==> src/rtl/vga_timing_gen.sv <==
// Parametrised VGA/LCD timing generator: free-running h/v counters, a fetch stage running
// LEAD pixels ahead of display, and a LEAD-deep pipeline that re-aligns sync and coordinates to de.
module vga_timing_gen #(
    parameter int H_VISIBLE  = 800,
    parameter int H_FRONT    = 40,
    parameter int H_SYNC     = 88,
    parameter int H_BACK     = 47,
    parameter int V_VISIBLE  = 480,
    parameter int V_FRONT    = 13,
    parameter int V_SYNC     = 3,
    parameter int V_BACK     = 31,
    parameter int H_SYNC_POL = 1,
    parameter int V_SYNC_POL = 1,
    parameter int LEAD       = 2,
    parameter int SCALE      = 0,
    parameter int CNT_W      = 11,
    parameter int ADDR_W     = 19
) (
    input  logic              vga_clk,
    input  logic              reset,
    input  logic              pix_ce,
    output logic              fetch_valid,
    output logic [CNT_W-1:0]  fetch_x,
    output logic [CNT_W-1:0]  fetch_y,
    output logic [ADDR_W-1:0] fetch_addr,
    output logic              de,
    output logic [CNT_W-1:0]  pix_x,
    output logic [CNT_W-1:0]  pix_y,
    output logic              hsync,
    output logic              vsync,
    output logic              line_start,
    output logic              frame_start,
    output logic [15:0]       frame_cnt
);

    localparam int H_TOTAL = H_VISIBLE + H_FRONT + H_SYNC + H_BACK;
    localparam int V_TOTAL = V_VISIBLE + V_FRONT + V_SYNC + V_BACK;

    localparam logic [CNT_W-1:0]  H_VIS_C      = CNT_W'(H_VISIBLE);
    localparam logic [CNT_W-1:0]  V_VIS_C      = CNT_W'(V_VISIBLE);
    localparam logic [CNT_W-1:0]  H_VIS_LAST_C = CNT_W'(H_VISIBLE - 1);
    localparam logic [CNT_W-1:0]  V_VIS_LAST_C = CNT_W'(V_VISIBLE - 1);
    localparam logic [CNT_W-1:0]  H_LAST_C     = CNT_W'(H_TOTAL - 1);
    localparam logic [CNT_W-1:0]  V_LAST_C     = CNT_W'(V_TOTAL - 1);
    localparam logic [CNT_W-1:0]  HS_START_C   = CNT_W'(H_VISIBLE + H_FRONT);
    localparam logic [CNT_W-1:0]  HS_END_C     = CNT_W'(H_VISIBLE + H_FRONT + H_SYNC);
    localparam logic [CNT_W-1:0]  VS_START_C   = CNT_W'(V_VISIBLE + V_FRONT);
    localparam logic [CNT_W-1:0]  VS_END_C     = CNT_W'(V_VISIBLE + V_FRONT + V_SYNC);
    localparam logic [CNT_W-1:0]  REP_MASK_C   = CNT_W'((1 << SCALE) - 1);
    localparam logic [ADDR_W-1:0] SRC_W_C      = ADDR_W'(H_VISIBLE >> SCALE);
    localparam logic              H_POL        = (H_SYNC_POL != 0);
    localparam logic              V_POL        = (V_SYNC_POL != 0);

    logic [CNT_W-1:0]  h_cnt_q, h_cnt_d;
    logic [CNT_W-1:0]  v_cnt_q, v_cnt_d;
    logic [ADDR_W-1:0] line_base_q, line_base_d;
    logic              fetch_valid_q, fetch_valid_d;
    logic [CNT_W-1:0]  fetch_x_q, fetch_x_d;
    logic [CNT_W-1:0]  fetch_y_q, fetch_y_d;
    logic [ADDR_W-1:0] fetch_addr_q, fetch_addr_d;
    logic              hs_q, hs_d;
    logic              vs_q, vs_d;
    logic              line_start_q, line_start_d;
    logic              frame_start_q, frame_start_d;
    logic [15:0]       frame_cnt_q, frame_cnt_d;

    logic [LEAD-1:0]            pipe_valid_q, pipe_valid_d;
    logic [LEAD-1:0][CNT_W-1:0] pipe_x_q, pipe_x_d;
    logic [LEAD-1:0][CNT_W-1:0] pipe_y_q, pipe_y_d;
    logic [LEAD-1:0]            pipe_hs_q, pipe_hs_d;
    logic [LEAD-1:0]            pipe_vs_q, pipe_vs_d;

    logic h_last, v_last, visible;

    always_comb begin
        h_last  = (h_cnt_q == H_LAST_C);
        v_last  = (v_cnt_q == V_LAST_C);
        visible = (h_cnt_q < H_VIS_C) && (v_cnt_q < V_VIS_C);

        h_cnt_d       = h_cnt_q;
        v_cnt_d       = v_cnt_q;
        line_base_d   = line_base_q;
        fetch_valid_d = fetch_valid_q;
        fetch_x_d     = fetch_x_q;
        fetch_y_d     = fetch_y_q;
        fetch_addr_d  = fetch_addr_q;
        hs_d          = hs_q;
        vs_d          = vs_q;
        line_start_d  = 1'b0;
        frame_start_d = 1'b0;
        frame_cnt_d   = frame_cnt_q;
        pipe_valid_d  = pipe_valid_q;
        pipe_x_d      = pipe_x_q;
        pipe_y_d      = pipe_y_q;
        pipe_hs_d     = pipe_hs_q;
        pipe_vs_d     = pipe_vs_q;

        if (pix_ce) begin
            h_cnt_d = h_last ? '0 : h_cnt_q + 1'b1;
            if (h_last) begin
                v_cnt_d = v_last ? '0 : v_cnt_q + 1'b1;
            end

            fetch_valid_d = visible;
            if (visible) begin
                fetch_x_d    = h_cnt_q;
                fetch_y_d    = v_cnt_q;
                fetch_addr_d = line_base_q + ADDR_W'(h_cnt_q >> SCALE);
            end
            hs_d = (h_cnt_q >= HS_START_C) && (h_cnt_q < HS_END_C);
            vs_d = (v_cnt_q >= VS_START_C) && (v_cnt_q < VS_END_C);

            line_start_d  = visible && (h_cnt_q == '0);
            frame_start_d = line_start_d && (v_cnt_q == '0);
            if (frame_start_d) begin
                frame_cnt_d = frame_cnt_q + 16'd1;
            end

            // Advance the source row only after the last replicated copy of a line.
            if (visible && (h_cnt_q == H_VIS_LAST_C)) begin
                if (v_cnt_q == V_VIS_LAST_C) begin
                    line_base_d = '0;
                end else if ((v_cnt_q & REP_MASK_C) == REP_MASK_C) begin
                    line_base_d = line_base_q + SRC_W_C;
                end
            end

            pipe_valid_d[0] = fetch_valid_q;
            pipe_x_d[0]     = fetch_x_q;
            pipe_y_d[0]     = fetch_y_q;
            pipe_hs_d[0]    = hs_q;
            pipe_vs_d[0]    = vs_q;
            for (int i = 1; i < LEAD; i++) begin
                pipe_valid_d[i] = pipe_valid_q[i-1];
                pipe_x_d[i]     = pipe_x_q[i-1];
                pipe_y_d[i]     = pipe_y_q[i-1];
                pipe_hs_d[i]    = pipe_hs_q[i-1];
                pipe_vs_d[i]    = pipe_vs_q[i-1];
            end
        end
    end

    always_ff @(posedge vga_clk or posedge reset) begin
        if (reset) begin
            h_cnt_q       <= '0;
            v_cnt_q       <= '0;
            line_base_q   <= '0;
            fetch_valid_q <= 1'b0;
            fetch_x_q     <= '0;
            fetch_y_q     <= '0;
            fetch_addr_q  <= '0;
            hs_q          <= 1'b0;
            vs_q          <= 1'b0;
            line_start_q  <= 1'b0;
            frame_start_q <= 1'b0;
            frame_cnt_q   <= '0;
            pipe_valid_q  <= '0;
            pipe_x_q      <= '0;
            pipe_y_q      <= '0;
            pipe_hs_q     <= '0;
            pipe_vs_q     <= '0;
        end else begin
            h_cnt_q       <= h_cnt_d;
            v_cnt_q       <= v_cnt_d;
            line_base_q   <= line_base_d;
            fetch_valid_q <= fetch_valid_d;
            fetch_x_q     <= fetch_x_d;
            fetch_y_q     <= fetch_y_d;
            fetch_addr_q  <= fetch_addr_d;
            hs_q          <= hs_d;
            vs_q          <= vs_d;
            line_start_q  <= line_start_d;
            frame_start_q <= frame_start_d;
            frame_cnt_q   <= frame_cnt_d;
            pipe_valid_q  <= pipe_valid_d;
            pipe_x_q      <= pipe_x_d;
            pipe_y_q      <= pipe_y_d;
            pipe_hs_q     <= pipe_hs_d;
            pipe_vs_q     <= pipe_vs_d;
        end
    end

    assign fetch_valid = fetch_valid_q;
    assign fetch_x     = fetch_x_q;
    assign fetch_y     = fetch_y_q;
    assign fetch_addr  = fetch_addr_q;
    assign line_start  = line_start_q;
    assign frame_start = frame_start_q;
    assign frame_cnt   = frame_cnt_q;
    assign de          = pipe_valid_q[LEAD-1];
    assign pix_x       = pipe_x_q[LEAD-1];
    assign pix_y       = pipe_y_q[LEAD-1];
    // Pipeline carries raw "sync active"; polarity is applied only at the pins.
    assign hsync       = H_POL ? pipe_hs_q[LEAD-1] : ~pipe_hs_q[LEAD-1];
    assign vsync       = V_POL ? pipe_vs_q[LEAD-1] : ~pipe_vs_q[LEAD-1];

endmodule

==> config.mk <==
export PLATFORM = sky130hd
export DESIGN_NAME = vga_timing_gen
export DESIGN_NICKNAME = d
export VERILOG_FILES = /design/src/rtl/vga_timing_gen.sv
export SDC_FILE = /design/constraint.sdc
export NUM_CORES = 1
export LEC_CHECK = 0
export CORE_AREA = 2 2 119 121
export CTS_BUF_LIST = sky130_fd_sc_hd__clkbuf_8
export DETAILED_ROUTE_END_ITERATION = 8
export DIE_AREA = 0 0 121 123
export GPL_TIMING_DRIVEN = 0
export HOLD_SLACK_MARGIN = 0.1
export PLACE_DENSITY = 0.76
export SLEW_MARGIN = 20
export SYNTH_ARGS = -nofsm -noshare
export SYNTH_HDL_FRONTEND = slang
export SYNTH_SLANG_ARGS = --single-unit
==> constraint.sdc <==
create_clock -name vga_clk -period 9 [get_ports vga_clk]
set_clock_uncertainty 0.05 [all_clocks]
set_input_delay 0.9 -clock vga_clk [delete_from_list [all_inputs] [get_ports vga_clk]]
set_output_delay 0.9 -clock vga_clk [all_outputs]
set_load 0.01 [all_outputs]
==> run metrics <==
result of the run=completed; layout net count=~750; fraction of post-synthesis cell area in the top cell type by area=between 50% and 60%; startpoint type of the worst setup path=primary input; combined area of the multi-input logic cells=2720 um^2; number of max-capacitance violations reported=0; number of standard cells after synthesis=~620; Req. time, crit path=just over 9000 ps; flops & latches, synth=between 100 and 150; Fmax=around 360 MHz; share of cells above drive strength 1=between 10% and 20%; Die ar.=14,900 um^2; CTS max path bufs=2; WS Path Type=primary input to register; number of antenna violations at the first check in global routing=0; post-synth net total=~640; cell area power density=188 nW/um^2; count of buffers from port buffering=86; # H-tree levels=4; beginning of the worst hold path=frame_cnt[15]; setup repair after global routing missed its margin=false; mapped cell area=roughly 6700 um^2; first-iteration detailed-routing DRC count=between 300 and 400; via count=slightly below 5,000; detailed placement HPWL=roughly 10,000 um; Slew Viols, Final=0; count of endpoints failing setup in the final report=0; Crit Path Max Fanout=10; global-route wire length before repair=23,900 um; effective utilization at floorplan=between 40% and 50%; flip-flop and latch area=between 3000 and 4000 um^2; Yosys Warn Count=0; placer congestion estimate=0.932; gr usage total=20.7%; TritonCTS clock tree=built; share of flip-flops with an asynchronous set or reset after synthesis=100%; Detailed Routing Iterations Pass 1=5; count of unique library cells instantiated by Yosys=47; Fin Setup TNS=0 ps; most numerous cell on the critical path=sky130_fd_sc_hd__nand2_1; fill cell instance count of the final layout=1,168; Post-CTS Hold Fix Bufs=0; antenna cells=0; floorplan die width=~120 um; slowest cell on the critical path=sky130_fd_sc_hd__nor4_1; average vias per placed instance=between 5 and 6; reg-to-reg startpoint=v_cnt_q[0]; worst path bufs/invs=2; measured slew at the worst slew-check pin=between 1000 and 1500 ps; hold violation total from the final report=0; number of cells on the worst hold path=1; Slew HR=a little over a quarter; type of the worst min-delay path=register to register; floorplan row count=43; Post-CTS Setup Bufs=0; grt total ovfl=0; leading area contributor after synthesis=sky130_fd_sc_hd__dfrtp_1; pin count of the biggest net entering global routing=83; WL final=14,500 um; I/O pin count=roughly 90; number of buffers inserted during clock tree synthesis=17; most frequently used flop master after synthesis=sky130_fd_sc_hd__dfrtp_1; Largest register FFs=17; number of gates given a new drive strength after cts=0; total clock sinks=approximately 150; worst reg-to-reg path cell count=6; internal reg-to-reg setup slack=6230 ps; clock slew seen by the registers of the worst setup and hold paths=70 ps; worst-case hold path end point=frame_cnt[15]; final period demand of the worst path=2780 ps; smallest setup slack after layout=just over 6000 ps; number of enable-type register cells in the synthesized netlist=0; final routed wire length divided by cell count=15.7 um; period utilization=a little under a third; family with the most delay on the worst path=simple AND/OR/NAND/NOR gates; most area-consuming cells after synthesis=sky130_fd_sc_hd__dfrtp_1 (54%), sky130_fd_sc_hd__mux2_2 (8.7%), sky130_fd_sc_hd__nand2_1 (5.5%); via count of the first global-routing pass=around 4,700; data arrival time of the worst path=between 3000 and 4000 ps; standard cell core area=roughly 14,000 um^2; sequential share of the synthesized area=54.4%; clock tree root buffer cell=sky130_fd_sc_hd__clkbuf_8; post-place setup slack=between 5000 and 6000 ps; Lkg Pwr=between 3 and 4 nW; Avg Cell Area, Syn=roughly 11 um^2; worst reg2reg path endpoint=line_base_q[7]; Vert. Die Dim=approximately 120 um; Crit path largest cell delay=between 900 and 1000 ps; critical path cell sequence=buf_4 > or3b_4 > nor4_1 > clkbuf_1 > nand2_1 > nand2_1; worst skew pair latency=between 400 and 500 ps; maximum VDD drop=111 uV; Routed Antenna Nets=0; crit path capture type=register; Post-route DRC=0; area growth from synthesis to layout=22.0%
## placed cells by master (no fill, tap or decap), types with 11 or more instances in the layout
cell type and n:
sky130_fd_sc_hd__xnor2_1 19, sky130_fd_sc_hd__xor2_1 15, sky130_fd_sc_hd__o21ai_0 58, sky130_fd_sc_hd__clkbuf_8 18
sky130_fd_sc_hd__ha_1 15, sky130_fd_sc_hd__clkbuf_1 25, sky130_fd_sc_hd__nand2_1 99, sky130_fd_sc_hd__a21oi_1 12
sky130_fd_sc_hd__clkdlybuf4s50_1 86, sky130_fd_sc_hd__nand4_1 15, sky130_fd_sc_hd__buf_4 26, sky130_fd_sc_hd__nor2_1 20
sky130_fd_sc_hd__dfrtp_1 146, sky130_fd_sc_hd__o31ai_1 11, sky130_fd_sc_hd__mux2_2 52, sky130_fd_sc_hd__nand3_1 20
sky130_fd_sc_hd__inv_1 15
## synth_stat cells (2+ instances only)
cell type and count:
sky130_fd_sc_hd__a21oi_1 12, sky130_fd_sc_hd__a31oi_1 3, sky130_fd_sc_hd__and2_1 6, sky130_fd_sc_hd__and3_1 8
sky130_fd_sc_hd__and4_1 7, sky130_fd_sc_hd__buf_1 2, sky130_fd_sc_hd__buf_4 26, sky130_fd_sc_hd__clkbuf_1 25
sky130_fd_sc_hd__dfrtp_1 146, sky130_fd_sc_hd__ha_1 15, sky130_fd_sc_hd__inv_1 12, sky130_fd_sc_hd__mux2_2 52
sky130_fd_sc_hd__nand2_1 99, sky130_fd_sc_hd__nand2b_1 5, sky130_fd_sc_hd__nand3_1 20, sky130_fd_sc_hd__nand3b_1 2
sky130_fd_sc_hd__nand4_1 15, sky130_fd_sc_hd__nand4bb_1 2, sky130_fd_sc_hd__nor2_1 20, sky130_fd_sc_hd__nor2b_1 3
sky130_fd_sc_hd__nor3_1 8, sky130_fd_sc_hd__nor4_1 6, sky130_fd_sc_hd__nor4_4 2, sky130_fd_sc_hd__o21ai_0 58
sky130_fd_sc_hd__o31ai_1 11, sky130_fd_sc_hd__or3_1 3, sky130_fd_sc_hd__or4_1 3, sky130_fd_sc_hd__xnor2_1 19
sky130_fd_sc_hd__xor2_1 15
## routing by layer
| layer | GRT usage, % | up-vias | part of all wire [%] |
|---|---|---|---|
| li1 | - | 2360 | - |
| met1 | 27.8 | 2462 | 45 |
| met2 | 33.7 | 116 | 50 |
| met3 | 4.80 | 14 | 4.1 |
| met4 | 5.96 | 0 | 0.85 |
| met5 | 0 | - | 0 |
## cell families (layout without fill, tap and decap cells)
family	after synthesis	count (layout)	share of synthesized area, %
AND/OR/NAND/NOR	214	214	16.3
flip-flops	146	146	54.4
AO/OA/AOI/OAI	95	95	8.05
buffers and inverters	66	185	5.16
multiplexers	53	53	8.89
XOR/XNOR	34	34	4.44
adder cells (fa/ha/maj)	15	15	2.80
## final cells by class
cell class	count	share of cell area, %
flip-flops and latches	146	44.6
multi-input cells	411	33.2
repair buffers	87	10.8
plain buffers	54	3.68
clock buffers	18	3.02
well taps	180	2.75
clock inverters	14	1.24
inverters	12	0.642
## where the power goes
part	total [mW]	switching, mW	internal (mW)
registers	0.773	0.0500	0.723
clock network	0.456	0.237	0.219
logic	0.312	0.153	0.159
total	1.54	0.440	1.10
## how the worst max path moves through the flow
| stage | endpoint | slack [ps] | start | cells after the start |
|---|---|---|---|---|
| 6_report | fetch_x[6] | 6220 | pix_ce | 6 |
| 5_1_grt | line_base_q[7] | 6040 | v_cnt_q[2] | 6 |
| 4_1_cts | fetch_x[6] | 6270 | pix_ce | 6 |
| 3_5_place_dp | fetch_x[6] | 5790 | pix_ce | 6 |
| 3_3_place_gp | pix_x[8] | 2410 | reset | 2 |
| 2_1_floorplan | fetch_addr[10] | 4130 | reset | 1 |
## through the flow
stage | utilization [%] | power, mW | hold WS (ps) | cell area [um^2] | instances
2_1_floorplan | - | 0.956 | 414 | 6710 | 623
3_3_place_gp | 57.3 | 1.08 | 411 | 7800 | 889
3_5_place_dp | 57.6 | 1.10 | 420 | 7840 | 890
4_1_cts | 60.2 | 1.56 | 435 | 8190 | 922
5_1_grt | 60.2 | 1.62 | 447 | 8190 | 922
6_report | 60.2 | 1.54 | 426 | 8190 | 922
No activity file was read; power rests on OpenSTA's default activity.
